==> config.mk <==
export PLATFORM = sky130hd
export DESIGN_NAME = simmem_wdata_binder
export DESIGN_NICKNAME = d
export VERILOG_FILES = /design/src/rtl/simmem_pkg.sv /design/src/rtl/simmem_wdata_pend_fifo.sv /design/src/rtl/simmem_wdata_binder.sv
export SDC_FILE = /design/constraint.sdc
export NUM_CORES = 1
export LEC_CHECK = 0
export CAP_MARGIN = 20
export CORE_ASPECT_RATIO = 1.1
export CORE_UTILIZATION = 45
export DETAILED_ROUTE_END_ITERATION = 12
export GPL_ROUTABILITY_DRIVEN = 0
export HOLD_SLACK_MARGIN = 0.12
export PLACE_DENSITY = 0.75
export SYNTH_ARGS = -nofsm -noshare
export SYNTH_HDL_FRONTEND = slang
export SYNTH_HIERARCHICAL = 1
export SYNTH_SLANG_ARGS = --single-unit
==> constraint.sdc <==
create_clock -name clk_i -period 6.8 [get_ports clk_i]
set_input_delay 0.68 -clock clk_i [delete_from_list [all_inputs] [get_ports clk_i]]
set_output_delay 0.68 -clock clk_i [all_outputs]
set_load 0.005 [all_outputs]
==> src/rtl/simmem_pkg.sv <==
// ============================================================================
// Module      : simmem_pkg
// Description : Shared types, default widths and helpers for the simulated
//               memory write-data path.
// Revision    : 1.0 - initial release
// ============================================================================
`default_nettype none

package simmem_pkg;

    // Default widths of the AXI burst_len field and of the internal write ID.
    localparam int SIMMEM_BURST_LEN_W = 8;
    localparam int SIMMEM_IID_W       = 3;

    // One pending write burst: its IID and the number of beats still owed.
    typedef struct packed {
        logic [SIMMEM_IID_W-1:0]     iid;
        logic [SIMMEM_BURST_LEN_W:0] remaining;
    } wdata_pend_t;

    // AXI encodes a burst of N beats as N-1; widen by one bit so 256 fits.
    function automatic logic [SIMMEM_BURST_LEN_W:0] get_effective_burst_len(
        input logic [SIMMEM_BURST_LEN_W-1:0] burst_len
    );
        return {1'b0, burst_len} + {{SIMMEM_BURST_LEN_W{1'b0}}, 1'b1};
    endfunction

endpackage

`default_nettype wire

==> src/rtl/simmem_wdata_pend_fifo.sv <==
// ============================================================================
// Module      : simmem_wdata_pend_fifo
// Description : Synchronous FIFO of pending write bursts. The head entry's
//               remaining-beat field can be decremented in place.
// Revision    : 1.0 - initial release
// ============================================================================
`default_nettype none

module simmem_wdata_pend_fifo
    import simmem_pkg::*;
#(
    parameter int Depth = 8
) (
    input  logic        clk_i,
    input  logic        rst_i,
    input  logic        push_i,
    input  wdata_pend_t push_data_i,
    input  logic        dec_i,
    input  logic        pop_i,
    output wdata_pend_t head_o,
    output logic        full_o,
    output logic        empty_o
);

    localparam int PTR_W = $clog2(Depth);
    localparam int CNT_W = $clog2(Depth + 1);
    localparam logic [CNT_W-1:0] DEPTH_CNT = CNT_W'(Depth);
    localparam logic [CNT_W-1:0] CNT_ONE   = CNT_W'(1);
    localparam logic [PTR_W-1:0] PTR_ONE   = PTR_W'(1);

    wdata_pend_t      mem_q [Depth];
    logic [PTR_W-1:0] wptr_q;
    logic [PTR_W-1:0] rptr_q;
    logic [CNT_W-1:0] cnt_q;

    assign head_o  = mem_q[rptr_q];
    assign full_o  = (cnt_q == DEPTH_CNT);
    assign empty_o = (cnt_q == '0);

    // Pointer and occupancy bookkeeping; pointers wrap since Depth is a power of two.
    always_ff @(posedge clk_i) begin
        if (rst_i) begin
            wptr_q <= '0;
            rptr_q <= '0;
            cnt_q  <= '0;
        end else begin
            if (push_i) begin
                wptr_q <= wptr_q + PTR_ONE;
            end
            if (pop_i) begin
                rptr_q <= rptr_q + PTR_ONE;
            end
            if (push_i && !pop_i) begin
                cnt_q <= cnt_q + CNT_ONE;
            end else if (!push_i && pop_i) begin
                cnt_q <= cnt_q - CNT_ONE;
            end
        end
    end

    // Entry storage: write at the tail, count down the head unless it leaves.
    // Tail and head only coincide when empty (no dec) or full (no push).
    always_ff @(posedge clk_i) begin
        if (push_i) begin
            mem_q[wptr_q] <= push_data_i;
        end
        if (dec_i && !pop_i) begin
            mem_q[rptr_q].remaining <= mem_q[rptr_q].remaining - {{SIMMEM_BURST_LEN_W{1'b0}}, 1'b1};
        end
    end

endmodule

`default_nettype wire

==> src/rtl/simmem_wdata_binder.sv <==
// ============================================================================
// Module      : simmem_wdata_binder
// Description : Binds each write data beat to its write burst (IID) in AXI
//               order. Beats that precede their address are credited to it as
//               an immediate count; later beats are forwarded tagged with the
//               IID of the oldest unfinished burst.
// Options     : SIMMEM_WDATA_STALL_CNT_EN - enables the 16-bit saturating
//               counter of stalled data cycles on wdata_stall_cnt_o.
// Revision    : 1.0 - initial release
// ============================================================================
`default_nettype none

module simmem_wdata_binder
    import simmem_pkg::*;
#(
    parameter int MaxEarlyBeats  = 64,
    parameter int AddrQueueDepth = 8,
    parameter int BurstLenW      = SIMMEM_BURST_LEN_W,
    parameter int IidW           = SIMMEM_IID_W
) (
    input  logic                 clk_i,
    input  logic                 rst_i,
    input  logic                 waddr_valid_i,
    output logic                 waddr_ready_o,
    input  logic [BurstLenW-1:0] waddr_burst_len_i,
    input  logic [IidW-1:0]      waddr_iid_i,
    input  logic                 wdata_valid_i,
    output logic                 wdata_ready_o,
    output logic                 core_waddr_valid_o,
    input  logic                 core_waddr_ready_i,
    output logic [IidW-1:0]      core_waddr_iid_o,
    output logic [BurstLenW:0]   core_waddr_len_o,
    output logic [BurstLenW:0]   core_wdata_immediate_cnt_o,
    output logic                 core_wdata_valid_o,
    output logic [IidW-1:0]      core_wdata_iid_o,
    output logic                 core_wdata_last_o,
    output logic [15:0]          wdata_stall_cnt_o
);

    localparam int EARLY_W = $clog2(MaxEarlyBeats + 1);
    localparam int CNT_W   = (EARLY_W > BurstLenW + 1) ? EARLY_W : BurstLenW + 1;
    localparam logic [EARLY_W-1:0]   MAX_EARLY = EARLY_W'(MaxEarlyBeats);
    localparam logic [BurstLenW:0]   REM_ONE   = (BurstLenW + 1)'(1);

    logic [EARLY_W-1:0] early_q;
    logic [EARLY_W-1:0] early_d;

    logic               w_fifo_full;
    logic               w_fifo_empty;
    wdata_pend_t        w_head;
    wdata_pend_t        w_push_data;
    logic               w_push;
    logic               w_pop;

    logic               w_waddr_acc;
    logic               w_wdata_acc;
    logic               w_fwd;
    logic               w_early_beat;
    logic [BurstLenW:0] w_len;
    logic [CNT_W-1:0]   w_len_ext;
    logic [CNT_W-1:0]   w_e;
    logic [CNT_W-1:0]   w_imm_ext;
    logic               w_head_last;

    // Handshakes: a full queue blocks only addresses; data is blocked only
    // when no burst is pending and the early counter is saturated.
    assign waddr_ready_o      = !rst_i && core_waddr_ready_i && !w_fifo_full;
    assign core_waddr_valid_o = !rst_i && waddr_valid_i && !w_fifo_full;
    assign wdata_ready_o      = !rst_i && (!w_fifo_empty || (early_q < MAX_EARLY));

    assign w_waddr_acc  = waddr_valid_i && waddr_ready_o;
    assign w_wdata_acc  = wdata_valid_i && wdata_ready_o;
    assign w_fwd        = w_wdata_acc && !w_fifo_empty;
    assign w_early_beat = w_wdata_acc && w_fifo_empty;

    // Early beats seen so far, including one arriving this very cycle.
    assign w_len     = get_effective_burst_len(waddr_burst_len_i);
    assign w_len_ext = CNT_W'(w_len);
    assign w_e       = CNT_W'(early_q) + CNT_W'(w_early_beat);
    assign w_imm_ext = (w_e < w_len_ext) ? w_e : w_len_ext;

    assign w_head_last = (w_head.remaining == REM_ONE);

    assign w_push                = w_waddr_acc && (w_len_ext > w_e);
    assign w_push_data.iid       = waddr_iid_i;
    assign w_push_data.remaining = BurstLenW'(0) + (w_len - w_imm_ext[BurstLenW:0]);
    assign w_pop                 = w_fwd && w_head_last;

    assign core_waddr_iid_o           = waddr_iid_i;
    assign core_waddr_len_o           = w_len;
    assign core_wdata_immediate_cnt_o = w_imm_ext[BurstLenW:0];
    assign core_wdata_valid_o         = w_fwd;
    assign core_wdata_iid_o           = w_head.iid;
    assign core_wdata_last_o          = w_fwd && w_head_last;

    // Next early count: an accepted address absorbs as many held beats as it needs.
    always_comb begin
        early_d = EARLY_W'(w_e);
        if (w_waddr_acc) begin
            early_d = EARLY_W'(w_e - w_imm_ext);
        end
    end

    // Early-beat counter register.
    always_ff @(posedge clk_i) begin
        if (rst_i) begin
            early_q <= '0;
        end else begin
            early_q <= early_d;
        end
    end

    simmem_wdata_pend_fifo #(
        .Depth (AddrQueueDepth)
    ) u_pend_fifo (
        .clk_i       (clk_i),
        .rst_i       (rst_i),
        .push_i      (w_push),
        .push_data_i (w_push_data),
        .dec_i       (w_fwd),
        .pop_i       (w_pop),
        .head_o      (w_head),
        .full_o      (w_fifo_full),
        .empty_o     (w_fifo_empty)
    );

`ifdef SIMMEM_WDATA_STALL_CNT_EN
    logic [15:0] stall_cnt_q;

    // Saturating count of cycles where the requester offered data we refused.
    always_ff @(posedge clk_i) begin
        if (rst_i) begin
            stall_cnt_q <= '0;
        end else if (wdata_valid_i && !wdata_ready_o && (stall_cnt_q != 16'hFFFF)) begin
            stall_cnt_q <= stall_cnt_q + 16'd1;
        end
    end

    assign wdata_stall_cnt_o = stall_cnt_q;
`else
    assign wdata_stall_cnt_o = '0;
`endif

endmodule

`default_nettype wire

**Word-level counts from Yosys, hierarchy flattened**

Memory sizes are Yosys's and may differ from the RTL's. A register that Yosys moved wholly into a read port is not among the register bits.
Cells that the tools add are included.
Widths: inputs -> output; s select.

- Bits in registers: 17
- RAM bits: 96
- Input port bits: 16
- Memories: 1

Memory list:

| memory | words | width | read ports | clocked after memory_dff | wr ports | line | RTL |
|---|---|---|---|---|---|---|---|
| u_pend_fifo.mem_q | 8 | 12 | 1 | 1 | 2 | simmem_wdata_pend_fifo.sv:31 | `wdata_pend_t mem_q [Depth];` |

- Add/sub/neg operators: 9
- Magnitude comparators: 3
- Equal/unequal tests: 2
- Mux-type cells: 10
- Reductions and logical operators: 22

Operators by type and width:

| kind | number |
|---|---|
| $logic_and 1x1->1 | 14 |
| $add 8x1->9 const B | 1 |
| $eq 9x1->1 const B | 1 |
| $gt 9x8->1 | 1 |
| $lt 8x9->1 | 1 |
| $mux 9 | 1 |
| $sub 9x1->9 const B | 1 |
| $sub 9x9->9 | 1 |
| $add 7x1->8 | 1 |
| $mux 4 | 2 |
| $lt 7x7->1 const B | 1 |
| $mux 7 | 1 |
| $sub 7x7->7 | 1 |
| $add 3x1->3 const B | 2 |
| $mux 3 | 2 |
| $logic_not 1->1 | 5 |
| $add 4x1->4 const B | 1 |
| $eq 4x4->1 const B | 1 |
| $logic_not 4->1 | 1 |
| $mux 1 | 4 |
| $sub 4x1->4 const B | 1 |
| $reduce_bool 2->1 | 1 |
| $logic_or 1x1->1 | 1 |

**Depth between registers and ports, before layout**

Gate-level depths: netlist of run 1.

- Depth in word-level cells: 13
- Gate-level depth with buffers: 28
- Gate-level depth less buffers: 26

**Cells and area by module**

Netlist of run 1, hierarchy kept.

By module, submodules not included:

| module | instances | cells an instance | area each (sq um) |
|---|---|---|---|
| simmem_wdata_pend_fifo | 1 | 533 | 5967.0 |
| simmem_wdata_binder | 1 | 244 | 1814.2 |

**Worst setup path after synthesis of run 1**

No wires, ideal clock.

- Path kind: input port to flip-flop
- Start point: input rst_i
- End point: memory u_pend_fifo/mem_q[5][8] in the netlist's numbering, data pin
- Library setup time: 0.136 ns
- Data arrival time: 5.778 ns
- Path slack: 0.886 ns
- Cell stages on the path: 28
- Buffers on the path: 3
- Path through: clkbuf_1 -> a21oi_1 -> and3_1 -> ha_1 -> xor2_1 -> inv_1 -> ha_1 -> a21oi_1 -> maj3_1 -> a221oi_1 -> nor3b_2 -> nor3_2 -> buf_2 -> mux2i_1 -> ha_1 -> inv_1 -> fa_1 -> nand2_1 -> nand2_1 -> a21oi_1 -> o21bai_1 -> a21oi_1 -> o21bai_1 -> a21oi_1 -> xor2_1 -> buf_1 -> nand3_1 -> nand3_1

RTL lines:

| what | line | RTL |
|---|---|---|
| start, declared | simmem_wdata_binder.sv:22 | `input logic rst_i,` |
| end, declared | simmem_wdata_pend_fifo.sv:31 |  |

==> impl_metrics.ini, run 1 <==
[sta]
tightest_slew_ps = 939
period_minus_slack_ps = 6290
final.setup_skew_ps = 8.11
hold-worst-slack_ps = 509
fin_crit_sh_pct = 92.5
final-hold-violation-count = 0
grt_setup_unrepaired = no
maxSlewHeadroom_pct = 37.0
setup-tns-final_ps = 0
fmax_mhz = 159
slew_violations = 0
finalSetupViolCount = 0

[cells_and_area]
nets = 862
drive_above_1_share_pct = 13.0
antennaDiodeCount = 0
final_common_cell = nand3_1
stdcell_area_sq_um = 9080
final_cell_mix = nand3_1, edfxtp_1, o21ai_0
final_cells = 1062
fillCellCount = 1427
syn_to_final_growth_pct = 16.7

[route]
drt.antenna.violating_nets = 0
met1_length_um = 8140
vias = 6401
highest_layer = met4
drtIter0Drc = 870
met2_wirelength_um = 10000
drt-total-wl_um = 21100
wl_per_cell_um = 19.8
viasPerCell = 6.03
met3_length_um = 2120
drc = 0
drtPass1Iterations = 5

[worst_setup_path]
critPathSlowestCell = xor2_1
cp_common_cell = a21oi_1
worstPathRequired_ps = 7070
critPathTopFamily = simple AND/OR/NAND/NOR gates
start_kind = flop
cp_max_fo = 8
cp_slowest_stage_delay_ps = 630
endpoint_kind = flop
cp.buffers_inverters = 2
path_depth = 26
path_class = reg2reg
worstPathArrival_ps = 6570
ff2ff_path_depth = 26

[clocking]
cts_sinks = 116
postCtsHoldBufs = 0
clk_latency_ps = 420
h-tree-depth = 4
cts_inserted_buffers = 17
cts_resized = 0
cts_tree = built
clock-root-buffer = clkbuf_16
clk_pin_slew_ps = 50
cts_setup_buffers = 0
clk_path_buf_depth = 2

[synth]
ys_seq_area_share_pct = 42.2
synth_cells = 777
yosysUniqueCellTypes = 72
synth_area_per_cell_sq_um = 10.0
synth.area.top_cells = edfxtp_1, nand3_1, mux4_2
synth_top_area_cell = edfxtp_1
yosys_warnings = 6
async_reset_ff_share_pct = 0
synthesis.area_sq_um = 7780
ys.flop_type = edfxtp_1
synth-seq-cells = 116
synth_top_area_share_pct = 37.0
synth_edf_count = 96

[placement]
portBuffers = 43
dpl.hpwl_um = 13200
place_area_sq_um = 8420
dp_cells = 1031

[grt]
grt_pass1_wl_um = 32800
grt-ovfl-total = 0
grt_max_degree = 33
grt_pass1_vias = 6130
grt_util_all_layers_pct = 24.5
antenna_found_initial = 0

[die]
coreArea_sq_um = 17000
start_util_pct = 45.9
die_area_sq_um = 17800
die_h_um = 140
io_pins = 61
fp.dieW_um = 127
rows = 50

[power_and_ir_drop]
power_density_nw_per_um2 = 259
p_leak_nw = 3.24
irDropWorstVdd_v = 0.000151

[worst_hold_path]
hold_depth = 2
worstHoldPathType = reg2reg

[flow_run]
drv_cap = 0

[status]
status = finished, final reports clean
[worst paths after layout]
check / from / to / slack (ps)
max: u_pend_fifo/cnt_q[0] / u_pend_fifo/mem_q[5][8] / 510
min: u_pend_fifo/cnt_q[3] / u_pend_fifo/cnt_q[3] / 510
max reg2reg: u_pend_fifo/cnt_q[0] / u_pend_fifo/mem_q[5][8] / 510
min reg2reg: u_pend_fifo/cnt_q[3] / u_pend_fifo/cnt_q[3] / 510
[cell families after synthesis]
kind of cell / share of synthesized area [%]
AND/OR/NAND/NOR: 20.8
AO/OA/AOI/OAI: 10.4
flip-flops: 42.2
buffers and inverters: 6.64
multiplexers: 11.2
XOR/XNOR: 3.68
adder cells (fa/ha/maj): 5.08
other: 0.0482
[worst min-delay path, delay by kind of cell, from the launching register on]
family	cells	cell delay [ps]
AO/OA/AOI/OAI	2	130
flip-flops	1	320
[through the flow]
| stage | worst slack (ps) | power, mW | utilization, % |
|---|---|---|---|
| detailed placement | 345 | 1.35 | 49.7 |
| CTS | 605 | 2.34 | 53.5 |
| finish | 509 | 2.35 | 53.6 |
| global route | 5.12 | 2.43 | 53.6 |
| global placement | 544 | 1.35 | 49.7 |
| floorplan | 886 | 1.20 | - |
[synthesized netlist by cell type, types with 3 or more instances]
cell type	number
mux2i_1	15
o211ai_1	5
and2_1	4
o21ai_1	9
buf_4	20
o21ai_0	76
mux2_2	6
mux4_2	19
buf_1	11
ha_1	26
clkbuf_1	28
nor3_1	7
o21bai_1	3
xor2_1	13
mux4_1	3
edfxtp_1	96
a21oi_1	20
mux2i_4	6
buf_2	7
dfxtp_1	20
nor3b_1	5
or4_1	34
nor4_1	5
a21o_1	4
nor2_1	68
fa_1	3
nand2_1	29
nand2b_1	6
buf_6	3
o31ai_1	3
xnor2_1	16
and3_1	4
inv_1	33
nand3_1	112
nand4_1	5
or3_1	4
[layout make-up]
cell class                 instances  area (sq um)  area share, %
multi-input combinational        572          4050           44.6
sequential                       116          3280           36.2
timing repair buffer              75           678           7.47
tap                              234           293           3.22
inverter                          35           131           1.45
clock buffer                      19           433           4.77
clock inverter                    11           209           2.30
[sequential cells by signal (all words and copies together) (netlist names), named ones only]
signal and count:
u_pend_fifo/mem_q 96, u_pend_fifo/rptr_q 3, u_pend_fifo/wptr_q 3, early_q 7, u_pend_fifo/cnt_q 4
[power by group]
| part | internal [mW] | switching, mW |
|---|---|---|
| logic | 0.218 | 0.345 |
| clock network | 0.679 | 0.314 |
| registers | 0.781 | 0.0167 |
| total | 1.68 | 0.675 |
[per-layer routing]
metal | global-route usage [%] | vias up
met4 | 13.4 | 0
met1 | 29.9 | 3020
met2 | 40.5 | 351
li1 | - | 2958
met5 | 0 | -
met3 | 5.12 | 72
(Power assumes the default switching activity.)
==> inputs of run 2 (changes only) <==
Settings changed: RECOVER_POWER from default to 25.
==> run 2 against run 1 <==
The run now ends with capacitance limit, slew limit left. Via count up 0.16%. Register-to-register slack better by 30 ps. Sequential share of layout area up 0.23 points. Clock skew about the same. Flip-flop and latch count unchanged. Wire length down 0.11%. Final area down 0.66%. Critical endpoint is now core_wdata_last_o. Largest cell class unchanged.
==> impl_metrics.ini, run 2 (synthesis results as in run 1) <==
[worst_setup_path]
worstPathRequired_ps = 6120
start_kind = flop
path_class = reg2out
cp_max_fo = 20
worstPathArrival_ps = 5600
endpoint_kind = primary output

[clocking]
cts_setup_buffers = 0
cts_inserted_buffers = 17
clock-root-buffer = clkbuf_16
clk_latency_ps = 420
postCtsHoldBufs = 0
cts_sinks = 116
h-tree-depth = 4
cts_resized = 0
cts_tree = built
clk_path_buf_depth = 2
clk_pin_slew_ps = 60

[sta]
fmax_mhz = 159
fin_crit_sh_pct = 92.4
finalSetupViolCount = 0
final.setup_skew_ps = 8.27
setup-tns-final_ps = 0
tightest_slew_ps = 1670
grt_setup_unrepaired = no
period_minus_slack_ps = 6280
final-hold-violation-count = 0
slew_violations = 21
setup_ws_ps = 516
maxSlewHeadroom_pct = -11.5
hold-worst-slack_ps = 505

[route]
drtIter0Drc = 795
wl_per_cell_um = 19.8
drt.antenna.violating_nets = 0
drtPass1Iterations = 5
vias = 6411
viasPerCell = 6.04
drt-total-wl_um = 21000
drc = 0

[grt]
grt_pass1_vias = 6130
grt_util_all_layers_pct = 24.5
grt_pass1_wl_um = 32800
grt-ovfl-total = 0
grt_max_degree = 33
antenna_found_initial = 0

[placement]
dpl.hpwl_um = 13200
place_area_sq_um = 8420
portBuffers = 43
place_ws_ps = 345

[cells_and_area]
fillCellCount = 1441
multi_input_area_sq_um = 4030
largestRegisters = u_pend_fifo/mem_q (96), early_q (7), u_pend_fifo/cnt_q (4)
stdcell_area_sq_um = 9020
drive_above_1_share_pct = 11.4
seq_area_sq_um = 3280
nets = 862
antennaDiodeCount = 0
largest_register = u_pend_fifo/mem_q
syn_to_final_growth_pct = 15.9
largest_register_ffs = 96
final_common_cell = nand3_1
final_cell_mix = nand3_1, edfxtp_1, o21ai_0

[power_and_ir_drop]
p_leak_nw = 3.21
irDropWorstVdd_v = 0.000150
power_density_nw_per_um2 = 260
finalPower_mw = 2.35

[die]
coreArea_sq_um = 17000
rows = 50
die_h_um = 140
die_area_sq_um = 17800
fp.dieW_um = 127
io_pins = 61
start_util_pct = 45.9

[flow_run]
drv_cap = 1

[status]
status = finished, violations left
failed_checks = capacitance limit, slew limit

[worst_hold_path]
worstHoldPathType = reg2reg
## run 2: cell types whose count changed in the layout (fill, tap and decap cells not counted), sizes merged
cell | previous run | this run
clkbuf | 19 | 28
buf | 32 | 23
clkdlybuf4s50 | 43 | 26
dlygate4sd3 | 0 | 17
## run 2: final timing paths
check | cells after the start | to | slack [ps] | from
worst min register to register | 2 | u_pend_fifo/cnt_q[3] | 510 | u_pend_fifo/cnt_q[3]
worst max-delay path | 8 | core_wdata_last_o | 520 | flop
worst min-delay path | 2 | u_pend_fifo/cnt_q[3] | 510 | u_pend_fifo/cnt_q[3]
worst max register to register | 10 | u_pend_fifo/mem_q[4][0] | 540 | flop
## run 2: final cells by class
type / instances / share of cell area [%]
clock buffers: 19 / 4.80
clock inverters: 11 / 2.32
inverters: 35 / 1.46
multi-input cells: 572 / 44.6
flip-flops and latches: 116 / 36.4
well taps: 234 / 3.25
repair buffers: 75 / 7.14
## run 2: stage by stage
stage,util (%),cells
3_3_place_gp,49.7,1031
6_report,53.2,1062
4_1_cts,53.5,1061
5_1_grt,53.2,1062
3_5_place_dp,49.7,1031
2_1_floorplan,-,793
## run 2: where the power goes
group	switching, mW	internal, mW	total (mW)
sequential	0.0167	0.781	0.798
combinational	0.343	0.213	0.556
clock	0.312	0.679	0.991
total	0.672	1.67	2.35
## run 2: metal layers
layer  vias to the layer above  global-route usage [%]  wire, um
li1                       2960                       -         -
met1                      3017                    29.9      8160
met2                       363                    40.5     10100
met3                        71                    5.12      2040
met4                         0                    13.4       765
met5                         -                       0         0
## run 2: worst max-delay path, stage by stage, from the launching register on
cell and delay (ps):
dfxtp_1 620, clkbuf_1 1260, mux4_1 700, mux2i_1 730
inv_1 330, or4_1 490, nor4_1 250, buf_4 220
dlygate4sd3_1 590
